===== config.mk =====
export PLATFORM = sky130hd
export DESIGN_NAME = debug_event_packer_flat
export DESIGN_NICKNAME = d
export VERILOG_FILES = /design/src/rtl/debug_pkg.sv /design/src/rtl/debug_event_packer_if.sv /design/src/rtl/debug_event_fifo.sv /design/src/rtl/debug_event_packer.sv /design/src/flat_wrapper.sv
export SDC_FILE = /design/constraint.sdc
export NUM_CORES = 1
export LEC_CHECK = 0
export ABC_AREA = 0
export BUFFER_PORTS_ARGS = -buffer_cell sky130_fd_sc_hd__buf_2
export CAP_MARGIN = 15
export CORE_ASPECT_RATIO = 0.6
export CORE_MARGIN = 3
export CORE_UTILIZATION = 40
export DETAILED_ROUTE_END_ITERATION = 8
export PLACE_DENSITY = 0.59
export SYNTH_ARGS = -nofsm -noshare
export SYNTH_HDL_FRONTEND = slang
export SYNTH_SLANG_ARGS = --single-unit

===== constraint.sdc =====
create_clock -name clk -period 4.2 [get_ports clk]
set_input_delay 0.21 -clock clk [delete_from_list [all_inputs] [get_ports clk]]
set_output_delay 0.21 -clock clk [all_outputs]
set_load 0.03 [all_outputs]

===== src/rtl/debug_pkg.sv =====
// Shared constants for the debug event packer: record layout, FSM encoding, drop limit.
package debug_pkg;

    localparam int TS_W         = 16;
    localparam int REC_W        = 1 + 4 + TS_W;
    localparam int REC_TS_LSB   = 0;
    localparam int REC_DATA_LSB = REC_TS_LSB + TS_W;
    localparam int REC_LOST     = REC_DATA_LSB + 4;
    localparam int MARKER_BIT   = 7;

    localparam logic [7:0] DROP_MAX = 8'hFF;

    localparam logic [1:0] ST_IDLE = 2'd0;
    localparam logic [1:0] ST_B0   = 2'd1;
    localparam logic [1:0] ST_B1   = 2'd2;
    localparam logic [1:0] ST_B2   = 2'd3;

    // First byte of a record: marker, lost flag, two zero bits, data nibble.
    function automatic logic [7:0] rec_byte0(input logic lost, input logic [3:0] d);
        logic [7:0] b;
        b             = 8'h00;
        b[MARKER_BIT] = 1'b1;
        b[6]          = lost;
        b[3:0]        = d;
        return b;
    endfunction

endpackage


===== src/rtl/debug_event_packer_if.sv =====
// Valid/ready byte stream carrying packed debug records towards the TX framer.
interface debug_event_packer_if;

    logic [7:0] tx_data;
    logic       tx_valid;
    logic       tx_ready;

    modport master (output tx_data, output tx_valid, input tx_ready);
    modport slave  (input tx_data, input tx_valid, output tx_ready);

endinterface


===== src/rtl/debug_event_fifo.sv =====
// Single-clock record FIFO; pointers carry one extra wrap bit to tell full from empty.
module debug_event_fifo
    import debug_pkg::*;
#(
    parameter int WIDTH = REC_W,
    parameter int DEPTH = 16
) (
    input  logic             clk,
    input  logic             reset_n,
    input  logic             wr_en,
    input  logic [WIDTH-1:0] wr_data,
    input  logic             rd_en,
    output logic [WIDTH-1:0] rd_data,
    output logic             full,
    output logic             empty
);

    localparam int AW = $clog2(DEPTH);

    logic [AW:0]      r_wr_ptr;
    logic [AW:0]      r_rd_ptr;
    logic [WIDTH-1:0] r_mem [DEPTH];

    logic w_do_wr;
    logic w_do_rd;

    assign full    = (r_wr_ptr[AW] != r_rd_ptr[AW]) && (r_wr_ptr[AW-1:0] == r_rd_ptr[AW-1:0]);
    assign empty   = (r_wr_ptr == r_rd_ptr);
    assign w_do_wr = wr_en && !full;
    assign w_do_rd = rd_en && !empty;
    assign rd_data = r_mem[r_rd_ptr[AW-1:0]];

    always_ff @(posedge clk or negedge reset_n) begin
        if (!reset_n) begin
            r_wr_ptr <= '0;
            r_rd_ptr <= '0;
        end else begin
            if (w_do_wr) r_wr_ptr <= r_wr_ptr + (AW+1)'(1);
            if (w_do_rd) r_rd_ptr <= r_rd_ptr + (AW+1)'(1);
        end
    end

    // Storage needs no reset: the pointers alone define what is valid.
    always_ff @(posedge clk) begin
        if (w_do_wr) r_mem[r_wr_ptr[AW-1:0]] <= wr_data;
    end

endmodule


===== src/rtl/debug_event_packer.sv =====
// Timestamps debug change events, queues them and emits each as a 3-byte record
// on a valid/ready byte stream, tracking events lost to FIFO overflow.
module debug_event_packer
    import debug_pkg::*;
#(
    parameter int DATA_W = 4,
    parameter int TS_W   = 16,
    parameter int DEPTH  = 16
) (
    input  logic               clk,
    input  logic               reset_n,
    input  logic               trigger,
    input  logic [DATA_W-1:0]  data,
    debug_event_packer_if.master tx,
    output logic               overflow,
    output logic [7:0]         drop_count,
    input  logic               clear_overflow
);

    function automatic logic [7:0] sat_inc(input logic [7:0] v);
        return (v == DROP_MAX) ? v : v + 8'd1;
    endfunction

    logic [TS_W-1:0]  r_ts;
    logic             r_lost_pending;
    logic             r_overflow;
    logic [7:0]       r_drop_count;
    logic [1:0]       r_state;
    logic             r_tx_valid;
    logic [7:0]       r_tx_data;
    logic [15:0]      r_hold_ts;

    logic             w_full;
    logic             w_empty;
    logic             w_wr_en;
    logic             w_drop;
    logic             w_hs;
    logic             w_pop;
    logic [REC_W-1:0] w_wr_data;
    logic [REC_W-1:0] w_rd_data;
    logic [7:0]       w_rd_byte0;

    // Full is the registered pointer state, so a same-edge pop never frees a slot.
    assign w_wr_en    = trigger && !w_full;
    assign w_drop     = trigger && w_full;
    assign w_wr_data  = {r_lost_pending, 4'(data), r_ts};
    assign w_hs       = r_tx_valid && tx.tx_ready;
    assign w_pop      = !w_empty && ((r_state == ST_IDLE) || ((r_state == ST_B2) && w_hs));
    assign w_rd_byte0 = rec_byte0(w_rd_data[REC_LOST], w_rd_data[REC_DATA_LSB +: 4]);

    debug_event_fifo #(
        .WIDTH (REC_W),
        .DEPTH (DEPTH)
    ) u_fifo (
        .clk     (clk),
        .reset_n (reset_n),
        .wr_en   (w_wr_en),
        .wr_data (w_wr_data),
        .rd_en   (w_pop),
        .rd_data (w_rd_data),
        .full    (w_full),
        .empty   (w_empty)
    );

    always_ff @(posedge clk or negedge reset_n) begin
        if (!reset_n) r_ts <= '0;
        else          r_ts <= r_ts + TS_W'(1);
    end

    // A drop on the same edge as a clear leaves exactly that one drop recorded.
    always_ff @(posedge clk or negedge reset_n) begin
        if (!reset_n) begin
            r_lost_pending <= 1'b0;
            r_overflow     <= 1'b0;
            r_drop_count   <= 8'd0;
        end else if (w_drop) begin
            r_lost_pending <= 1'b1;
            r_overflow     <= 1'b1;
            r_drop_count   <= clear_overflow ? 8'd1 : sat_inc(r_drop_count);
        end else begin
            if (w_wr_en) r_lost_pending <= 1'b0;
            if (clear_overflow) begin
                r_overflow   <= 1'b0;
                r_drop_count <= 8'd0;
            end
        end
    end

    always_ff @(posedge clk or negedge reset_n) begin
        if (!reset_n) begin
            r_state    <= ST_IDLE;
            r_tx_valid <= 1'b0;
            r_tx_data  <= 8'h00;
        end else begin
            case (r_state)
                ST_IDLE: begin
                    if (w_pop) begin
                        r_state    <= ST_B0;
                        r_tx_valid <= 1'b1;
                        r_tx_data  <= w_rd_byte0;
                    end
                end
                ST_B0: begin
                    if (w_hs) begin
                        r_state   <= ST_B1;
                        r_tx_data <= r_hold_ts[15:8];
                    end
                end
                ST_B1: begin
                    if (w_hs) begin
                        r_state   <= ST_B2;
                        r_tx_data <= r_hold_ts[7:0];
                    end
                end
                default: begin
                    if (w_hs) begin
                        if (w_pop) begin
                            r_state   <= ST_B0;
                            r_tx_data <= w_rd_byte0;
                        end else begin
                            r_state    <= ST_IDLE;
                            r_tx_valid <= 1'b0;
                            r_tx_data  <= 8'h00;
                        end
                    end
                end
            endcase
        end
    end

    always_ff @(posedge clk) begin
        if (w_pop) r_hold_ts <= w_rd_data[REC_TS_LSB +: 16];
    end

    assign tx.tx_data  = r_tx_data;
    assign tx.tx_valid = r_tx_valid;
    assign overflow    = r_overflow;
    assign drop_count  = r_drop_count;

endmodule

===== src/flat_wrapper.sv =====
// flat-port wrapper written by rule: the top's interface ports become plain ports
module debug_event_packer_flat import debug_pkg::*;
#(
    parameter int DATA_W = 4,
    parameter int TS_W   = 16,
    parameter int DEPTH  = 16
)
  (clk, reset_n, trigger, data, overflow, drop_count, clear_overflow, tx_tx_data, tx_tx_valid, tx_tx_ready);
  debug_event_packer_if tx_i ();
  input  logic clk;
  input  logic reset_n;
  input  logic trigger;
  input  logic [DATA_W-1:0] data;
  output logic overflow;
  output logic [7:0] drop_count;
  input  logic clear_overflow;
  output wire logic [$bits(tx_i.tx_data)-1:0] tx_tx_data;
  output wire logic [$bits(tx_i.tx_valid)-1:0] tx_tx_valid;
  input wire logic [$bits(tx_i.tx_ready)-1:0] tx_tx_ready;
  assign tx_tx_data = tx_i.tx_data;
  assign tx_tx_valid = tx_i.tx_valid;
  assign tx_i.tx_ready = tx_tx_ready;
  debug_event_packer #(.DATA_W(DATA_W), .TS_W(TS_W), .DEPTH(DEPTH)) u_core (.clk(clk), .reset_n(reset_n), .trigger(trigger), .data(data), .tx(tx_i), .overflow(overflow), .drop_count(drop_count), .clear_overflow(clear_overflow));
endmodule

Word-level counts from Yosys, hierarchy flattened:

Memories as Yosys holds them, arrays and structs flattened.
Cells that the tools add are included.

* reduce and logical (&&, ||, !) cells: 19
* mux-type cells: 26
* div/mod/pow operators: 0
* add/sub/neg operators: 4
* magnitude comparators: 0
* equality and inequality tests: 12
* multiply operators: 0
* shift-type cells: 0
* bitwise logic cells: 1

Operators with widths (count)
* two-way mux 8 bit: 9
* case mux 8 bit (3 select lines): 1
* adder 16 x 1 -> 16 bit (second input constant): 1
* adder 5 x 1 -> 5 bit (second input constant): 2
* two-way mux 1 bit: 10
* adder 8 x 1 -> 8 bit (second input constant): 1
* equality test 8 bit (second input constant): 1
* logical AND 1 bit: 8
* two-way mux 2 bit: 4
* AND reduction 4 bit: 2
* != test 2 x 1 -> 1 bit (second input constant): 3
* case mux 2 bit (3 select lines): 1
* nonzero test 2 bit: 3
* equality test 5 bit: 1
* equality test 2 bit (second input constant): 2
* equality test 4 bit: 1
* != test 2 bit (second input constant): 2
* equality test 2 x 1 -> 1 bit (second input constant): 1
* zero test 1 bit: 2
* zero test 2 bit: 1
* case mux 1 bit (2 select lines): 1
* AND reduction 2 bit: 1
* OR reduction 2 bit: 1
* logical OR 1 bit: 1
* 2 further kinds: 2

* latch bits: 0
* flip-flop bits (word level): 63
* memory bits (writable): 336
* memory bits (read-only): 0
* memories: 1
* word-level logic and storage cells: 73
* output and inout port bits: 18
* bits of input ports: 9

Memory list
* u_core.u_fifo.r_mem: words 16, width 21, read ports 1, clocked after Yosys merged registers in 0, write ports 1, line debug_event_fifo.sv:22 `logic [WIDTH-1:0] r_mem [DEPTH];`

Logic depth before layout (Yosys ltp):

Gate-level depths: netlist of the first run.

* word-level depth: 7
* mapped depth: 10
* depth with buffers taken out: 7

Hierarchy:

From an unflattened synthesis of the first run, not the netlist that was laid out.

* cells, all modules: 801
* area total of the unflattened synthesis: 15598.7 sq um

Modules (own cells, without submodules)
* debug_event_fifo: seq. area each 10339.9 sq um, instances 1, area each 13251.5 sq um, cells each 593
* debug_event_packer: seq. area each 1406.3 sq um, instances 1, area each 2347.3 sq um, cells each 208

Worst setup path before layout of the first run:

OpenSTA, ideal clock, no wires.

* path type: reg-to-reg
* from: register u_core.u_fifo.r_wr_ptr[3]
* to: memory u_core.u_fifo.r_mem[3][0] (netlist bit) (enable)
* setup slack: 0.906 ns
* path buffers: 2
* setup time: 0.426 ns
* data required time: 3.774 ns
* stages on the path, launching flop included: 8
* data arrival time: 2.869 ns
* clock period less this slack: 3.294 ns
* cells stage by stage: dfrtp_1 > buf_4 > xnor2_1 > and4_1 > buf_6 > a21boi_2 > nand2_1 > nor3_1

* longest elaborated chain between the ends: 7

RTL lines
* start, declared: line debug_event_fifo.sv:20 `logic [AW:0] r_wr_ptr;`
* start signal, assigned: line debug_event_fifo.sv:38 `if (w_do_wr) r_wr_ptr <= r_wr_ptr + (AW+1)'(1);`
* equality test 4 bit: line debug_event_fifo.sv:27 `assign full = (r_wr_ptr[AW] != r_rd_ptr[AW]) && (r_wr_ptr[AW-1:0] == r_rd_ptr[AW-1:0]);`
* logical AND 1 bit: line debug_event_fifo.sv:27
* zero test 1 bit: line debug_event_fifo.sv:29, debug_event_packer.sv:44
* logical AND 1 bit: line debug_event_packer.sv:44 `assign w_wr_en = trigger && !w_full;`
* logical AND 1 bit: line debug_event_fifo.sv:29 `assign w_do_wr = wr_en && !full;`
* two-way mux 1 bit: line debug_event_fifo.sv:45 `if (w_do_wr) r_mem[r_wr_ptr[AW-1:0]] <= wr_data;`
* two-way mux 1 bit (implied by the code): line debug_event_fifo.sv:45
* end, declared: line debug_event_fifo.sv:22

Several ways; a longest one is shown, not always the timed one.

Worst setup path after layout of the first run:

* from: register u_core.u_fifo.r_rd_ptr[1]
* to: memory u_core.u_fifo.r_mem[14][0] (netlist bit) (enable)

* longest elaborated chain between the ends: 7

RTL lines
* start, declared: line debug_event_fifo.sv:21 `logic [AW:0] r_rd_ptr;`
* start signal, assigned: line debug_event_fifo.sv:39 `if (w_do_rd) r_rd_ptr <= r_rd_ptr + (AW+1)'(1);`
* equality test 4 bit *: line debug_event_fifo.sv:27
* logical AND 1 bit *: line debug_event_fifo.sv:27
* zero test 1 bit *: line debug_event_fifo.sv:29, debug_event_packer.sv:44
* logical AND 1 bit: line debug_event_packer.sv:44
* logical AND 1 bit *: line debug_event_fifo.sv:29
* two-way mux 1 bit *: line debug_event_fifo.sv:45
* two-way mux 1 bit (implied by the code) *: line debug_event_fifo.sv:45

Every way passes the cells marked *; elsewhere a longest branch is shown, timed or not.

==> flow_metrics.py, run 1 <==
metrics = {
    "logic_synthesis": {
        "synth_seq_cells": 399,
        "netlist_instances": 738,
        "syn-num-nets": 758,
        "yosysTopAreaCellShare_pct": 68.1,
        "synth_cell_types": 42,
        "async_flop_share_pct": 11.8,
        "synth_edf_count": 352,
        "synthesis.area_um2": 15500,
        "ys.flop_type": "edfxtp_1",
        "synth_area_leaders": "edfxtp_1 (68%), mux4_2 (15%), dfrtp_1 (7.6%), xnor2_1 (1.5%), ha_1 (0.89%)",
        "avgSynthCellArea_um2": 21.0,
        "yosys.area.top_type": "edfxtp_1",
        "yosys_warnings": 0,
        "yosysMostFrequentCell": "edfxtp_1",
        "synth-seq-area-share_pct": 75.6,
        "synth_common_cells": "edfxtp_1 (352), mux4_2 (100), dfrtp_1 (47)",
    },
    "drt": {
        "drtAntennaViolNets": 0,
        "drt-initial-drc-count": 874,
        "wl_per_cell_um": 25.6,
        "wl_mm": 34.4,
        "vias": 7475,
        "first_pass_iters": 5,
        "vias_per_cell": 5.56,
        "drc": 0,
    },
    "timing": {
        "worst_slew_pin_slew_ns": 0.831,
        "rsz0062_at_grt": "no",
        "period_needed_ns": 2.77,
        "slew_viol_final": 0,
        "final.setup.tns_ns": 0,
        "relSlewSlack_pct": 44.6,
        "setup_violations": 0,
        "period_share_pct": 66.0,
        "finalHoldViolations": 0,
        "worst_hold_slack_ns": 0.0620,
        "clock.fmax_mhz": 361,
        "clock_skew_ns": 0.0173,
    },
    "min_path": {
        "hold_class": "input pin to flop",
        "whs_endpoint": "u_core.tx.tx_valid",
        "hp-start": "tx_tx_ready",
        "holdPathStages": 3,
    },
    "final_layout": {
        "nFillCells": 3179,
        "area_growth_syn_to_layout_pct": 13.5,
        "n_antenna_cell": 0,
        "multi_input_area_um2": 3610,
        "seqCellArea_um2": 11800,
        "drive_gt1_share_pct": 28.8,
        "nets": 825,
    },
    "die": {
        "die_h_um": 159,
        "dieArea_um2": 41300,
        "initial_utilization_pct": 40.9,
        "die_w_um": 260,
        "rows": 55,
        "core_um2": 38000,
        "io_pins": 27,
    },
    "pwr": {
        "p_sw_share_pct": 30.2,
        "peakVddDrop_mv": 0.298,
        "p_per_area_nw_per_um2": 660,
        "p_sw_mw": 3.52,
        "p_seq_share_pct": 44.4,
        "power_frac_comb_pct": 28.2,
        "cellInternalPower_mw": 8.12,
        "p_total_mw": 11.6,
        "clkPwrFrac_pct": 27.5,
        "p_leak_nw": 5.92,
    },
    "clock_network": {
        "root_buffer": "clkbuf_16",
        "cts_tree": "built",
        "clk_path_buf_depth": 3,
        "numClockSinks": 399,
        "cts_buffers": 36,
        "insertion_delay_ns": 0.53,
        "cts_max_level": 2,
        "clk_pin_slew_ns": 0.06,
        "cts_resized": 0,
    },
    "critical_path": {
        "cp_data_required_time_ns": 4.43,
        "cpPeakStageDelay_ns": 0.47,
        "cp_top_family": "simple AND/OR/NAND/NOR gates",
        "r2r_start": "u_core.u_fifo.r_rd_ptr[1]",
        "ff2ff_path_depth": 7,
        "crit_arrival_ns": 3.00,
        "worst-path-buf-inv": 2,
        "crit_path_max_fanout": 30,
        "slowest_stage": "nor2_2",
        "path_class": "flop to flop",
        "crit_chain": "buf_4 > xnor2_1 > and4_1 > a21boi_2 > nand2_1 > nor2_2 > buf_12",
        "reg2reg_slack_ns": 1.43,
        "crit_path_end_kind": "flop",
        "critPathLaunch": "u_core.u_fifo.r_rd_ptr[1]",
        "timing.rr.end": "u_core.u_fifo.r_mem[14][0]",
        "cp-start-kind": "flop",
    },
    "global_route": {
        "grt_antenna_before_repair": 0,
        "grt_remaining_overflow": 0,
        "grt_usage_pct": 17.1,
        "grt_pass1_wl_mm": 51.0,
        "grt_start_max_net_pins": 88,
        "grt_pass1_vias": 7331,
    },
    "placed_design": {
        "hpwlAfterDp_mm": 19.9,
        "gp_congestion": 0.751,
        "port-buffer-count": 26,
    },
    "job": {
        "drv_cap": 0,
    },
    "status": {
        "status": "finished, final reports clean",
    },
}
## worst max path at each step
stage | endpoint | slack, ns | cells after the start
4_1_cts | u_core.u_fifo.r_mem[14][0] | 1.34 | 7
3_5_place_dp | u_core.u_fifo.r_mem[14][0] | 1.37 | 7
3_3_place_gp | u_core.u_fifo.r_mem[14][0] | 1.39 | 7
5_1_grt | u_core.u_fifo.r_mem[14][3] | 1.16 | 7
2_1_floorplan | u_core.u_fifo.r_mem[3][0] | 0.91 | 7
6_report | u_core.u_fifo.r_mem[14][0] | 1.43 | 7
## power by group through the flow
stage                     combinational, mW  sequential, mW  clock, mW
after floorplan                        2.33            5.20          0
after global routing                   3.54            5.20       3.45
after global placement                 3.30            5.23          0
after detailed placement               3.32            5.24          0
after CTS                              3.33            5.16       3.28
final                                  3.28            5.16       3.20
## stage by stage
step	std cells	setup WS (ns)	instance area (um^2)	util [%]
4_1_cts	1344	1.34	17600	46.4
2_1_floorplan	738	0.906	15500	-
3_5_place_dp	1277	1.37	16500	43.4
3_3_place_gp	1277	1.39	16500	43.4
6_report	1344	1.43	17600	46.4
5_1_grt	1344	1.16	17600	46.4
## registers in the layout (all words and copies together) (netlist names)
register / count
u_core.u_fifo.r_mem: 336
u_core.r_hold_ts: 16
u_core.r_ts: 16
u_core.drop_count: 8
u_core.tx.tx_data: 8
u_core.u_fifo.r_rd_ptr: 5
u_core.u_fifo.r_wr_ptr: 5
u_core.r_state: 2
u_core.overflow: 1
u_core.r_lost_pending: 1
u_core.tx.tx_valid: 1
## placed cells by master (no fill, tap or decap), types with 3 or more instances in the layout
| cell | Yosys | routed |
|---|---|---|
| a221oi_1 | 5 | 5 |
| a22o_1 | 4 | 4 |
| a22oi_1 | 9 | 9 |
| and3_1 | 4 | 4 |
| buf_12 | 0 | 4 |
| buf_2 | 9 | 26 |
| buf_4 | 3 | 29 |
| clkbuf_1 | 14 | 7 |
| clkbuf_16 | 0 | 37 |
| clkinv_1 | 0 | 4 |
| clkinv_2 | 0 | 7 |
| clkinvlp_4 | 0 | 3 |
| dfrtp_1 | 47 | 44 |
| dlygate4sd3_1 | 0 | 3 |
| edfxtp_1 | 352 | 352 |
| ha_1 | 11 | 11 |
| inv_1 | 10 | 10 |
| mux2_2 | 3 | 3 |
| mux4_2 | 100 | 100 |
| nand2_1 | 29 | 29 |
| nand2b_1 | 3 | 3 |
| nand3_1 | 9 | 9 |
| nand4_1 | 12 | 12 |
| nor2_1 | 27 | 16 |
| nor2_2 | 0 | 11 |
| nor2b_1 | 4 | 4 |
| nor3_2 | 1 | 5 |
| o211ai_1 | 4 | 4 |
| o21ai_0 | 8 | 8 |
| o31ai_1 | 5 | 5 |
| or3_1 | 4 | 4 |
| xnor2_1 | 26 | 26 |
| xor2_1 | 5 | 5 |
## tightest hold or removal path, stage by stage
cell and delay [ns]:
buf_2 0.10, and3b_1 0.16, o21ai_0 0.07
## cell families (layout without fill, tap and decap cells)
| logic type | Yosys count | in the layout | share of synthesized area, % |
|---|---|---|---|
| compound gates | 44 | 44 | 2.14 |
| flops | 399 | 399 | 75.6 |
| fa+ha+maj | 11 | 11 | 0.886 |
| buf+inv | 43 | 136 | 1.43 |
| mux | 105 | 105 | 14.8 |
| xor+xnor | 31 | 31 | 1.75 |
| simple gates | 105 | 105 | 3.31 |
## per-layer routing
metal / GRT usage [%] / wire (um) / vias to the layer above
li1: - / - / 3162
met1: 28.0 / 17200 / 4002
met2: 23.7 / 14400 / 264
met3: 3.35 / 2330 / 47
met4: 3.34 / 468 / 0
met5: 0 / 0 / -
## layout make-up
cell class,count,share of cell area (%)
repair buffers,62,2.60
flip-flops and latches,399,66.7
multi-input cells,296,20.5
clock buffers,46,5.56
inverters,10,0.213
well taps,513,3.64
clock inverters,18,0.852
## timing repair
action / in CTS / in global routing
setup buffers: 0 / 0
endpoints found under the setup margin: 0 / 0
endpoints found under the hold margin: 53 / 0
hold buffers: 3 / 0
Power figures use the tool's default switching activity.
==> run 2: changes to the inputs <==
- ABC_AREA: 0 -> 1
- clock period: 4.2 -> 2.8 ns (I/O delays scaled with it)
==> flow_metrics.py, run 2 <==
metrics = {
    "status": {
        "status": "finished, final reports clean",
    },
    "logic_synthesis": {
        "netlist_instances": 1369,
        "avgSynthCellArea_um2": 11.9,
        "syn-num-nets": 1389,
        "yosysTopAreaCellShare_pct": 64.7,
        "synth_edf_count": 352,
        "synth_common_cells": "edfxtp_1 (352), nand2_1 (229), nor2_1 (163)",
        "synth_cell_types": 32,
        "synth_seq_cells": 399,
        "ys.flop_type": "edfxtp_1",
        "async_flop_share_pct": 11.8,
        "yosysMostFrequentCell": "edfxtp_1",
        "synthesis.area_um2": 16300,
        "yosys_warnings": 0,
        "synth_area_leaders": "edfxtp_1 (65%), dfrtp_1 (7.2%), nand2_1 (5.3%), o21ai_0 (4.2%), nor2_1 (3.7%)",
        "synth-seq-area-share_pct": 71.9,
        "yosys.area.top_type": "edfxtp_1",
    },
    "clock_network": {
        "cts_max_level": 2,
        "cts_tree": "built",
        "clk_path_buf_depth": 3,
        "clk_pin_slew_ns": 0.06,
        "root_buffer": "clkbuf_16",
        "cts_buffers": 38,
        "numClockSinks": 399,
        "insertion_delay_ns": 0.54,
        "cts_resized": 0,
        "postCtsHoldBufs": 4,
        "post-cts-setup-buffer-count": 0,
    },
    "placed_design": {
        "dp.cells": 1898,
        "hpwlAfterDp_mm": 24.9,
        "port-buffer-count": 26,
        "gp_congestion": 0.833,
    },
    "pwr": {
        "peakVddDrop_mv": 0.686,
        "p_leak_nw": 7.03,
        "p_per_area_nw_per_um2": 711,
        "p_total_mw": 13.2,
    },
    "final_layout": {
        "layout_commonest_cell": "edfxtp_1",
        "nets": 1440,
        "largest_register_ffs": 336,
        "drive_gt1_share_pct": 11.4,
        "n_antenna_cell": 0,
        "area_growth_syn_to_layout_pct": 13.5,
        "final_cell_mix": "edfxtp_1 (352), nand2_1 (229), nor2_1 (147), o21ai_0 (138), inv_1 (118)",
        "finalNonFillerCells": 1969,
    },
    "die": {
        "core_um2": 39700,
        "initial_utilization_pct": 41.2,
        "die_w_um": 267,
        "dieArea_um2": 43400,
        "io_pins": 27,
        "die_h_um": 163,
        "rows": 56,
    },
    "global_route": {
        "grt_usage_pct": 19.1,
        "grt_antenna_before_repair": 1,
        "grt_pass1_vias": 9751,
        "grt_start_max_net_pins": 170,
        "grt_pass1_wl_mm": 62.3,
        "grt_remaining_overflow": 0,
    },
    "critical_path": {
        "crit_chain": "inv_4 > buf_12 > o21ai_0 > o22ai_1 > o211ai_1 > nand3_1",
        "critPathLaunch": "u_core.u_fifo.r_rd_ptr[0]",
        "slowest_stage": "dfrtp_4",
        "r2r_start": "u_core.u_fifo.r_rd_ptr[0]",
        "crit_path_max_fanout": 169,
        "path_class": "flop to flop",
        "cpPeakStageDelay_ns": 0.52,
        "cp_data_required_time_ns": 3.20,
        "crit_path_end_kind": "flop",
        "cp-start-kind": "flop",
        "ff2ff_path_depth": 6,
        "timing.rr.end": "u_core.r_hold_ts[4]",
        "reg2reg_slack_ns": 0.48,
        "crit_arrival_ns": 2.72,
    },
    "timing": {
        "period_needed_ns": 2.32,
        "worst_slew_pin_slew_ns": 0.912,
        "period_share_pct": 82.8,
        "clock_skew_ns": 0.0120,
        "relSlewSlack_pct": 39.2,
        "setup_violations": 0,
        "slew_viol_final": 0,
        "worst_hold_slack_ns": 0.0246,
        "clock.fmax_mhz": 431,
        "rsz0062_at_grt": "no",
        "finalHoldViolations": 0,
        "final.setup.tns_ns": 0,
    },
    "job": {
        "drv_cap": 0,
    },
    "drt": {
        "first_pass_iters": 6,
        "drc": 0,
        "wl_per_cell_um": 20.8,
        "drtAntennaViolNets": 0,
        "vias": 10332,
        "drt-initial-drc-count": 1165,
        "vias_per_cell": 5.25,
        "wl_mm": 41.0,
    },
    "min_path": {
        "whs_endpoint": "u_core.u_fifo.r_mem[2][18]",
        "holdPathStages": 1,
        "hp-start": "data[2]",
        "hold_class": "input pin to flop",
    },
}
run 2: report_power, final:
part           total [mW]  internal (mW)  switching, mW
Combinational        1.04          0.278          0.765
Clock                5.03           2.82           2.21
Sequential           7.10           6.95          0.146
run 2: layout make-up:
class | count | area [um^2]
clock buffer | 47 | 995
clock inverter | 20 | 194
fill | 3531 | 21100
inverter | 124 | 468
multi-input combinational | 773 | 3830
sequential | 399 | 11800
tap | 522 | 653
timing repair buffer | 84 | 651
run 2: how the worst max path moves through the flow:
stage / endpoint / slack [ns] / cells past startpoint
after floorplan: u_core.u_fifo.r_mem[0][0] / 0.25 / 10
after global placement: u_core.u_fifo.r_mem[5][3] / 0.61 / 10
after detailed placement: u_core.u_fifo.r_rd_ptr[4] / 0.57 / 10
after CTS: u_core.u_fifo.r_rd_ptr[4] / 0.54 / 10
after global routing: u_core.tx.tx_data[3] / 0.25 / 11
final: u_core.r_hold_ts[4] / 0.48 / 6
run 2: through the flow:
step | utilization, % | instance area [um^2] | setup slack (ns)
after floorplan | - | 16300 | 0.252
after global placement | 43.7 | 17300 | 0.606
after detailed placement | 43.7 | 17300 | 0.570
after CTS | 46.8 | 18500 | 0.543
after global routing | 46.8 | 18500 | 0.250
final | 46.8 | 18500 | 0.480
run 2: metal layers:
layer | vias up | track usage [%] | wire, um
met2 | 394 | 24.7 | 15800
li1 | 4884 | - | -
met1 | 4989 | 32.1 | 20900
met4 | 2 | 3.78 | 681
met5 | - | 0 | 14
met3 | 63 | 4.38 | 3570
run 2: cells by family after synthesis:
family	synth area share, %
AND/OR/NAND/NOR	12.5
flip-flops	71.9
adder cells (fa/ha/maj)	0.843
XOR/XNOR	1.29
AO/OA/AOI/OAI	8.56
buffers and inverters	4.89
run 2: critical path, delay by kind of cell (launching register included):
| kind | cells | cell delay (ns) |
|---|---|---|
| simple gates | 1 | 0.09 |
| compound gates | 3 | 0.80 |
| buf+inv | 2 | 0.51 |
| flops | 1 | 0.52 |
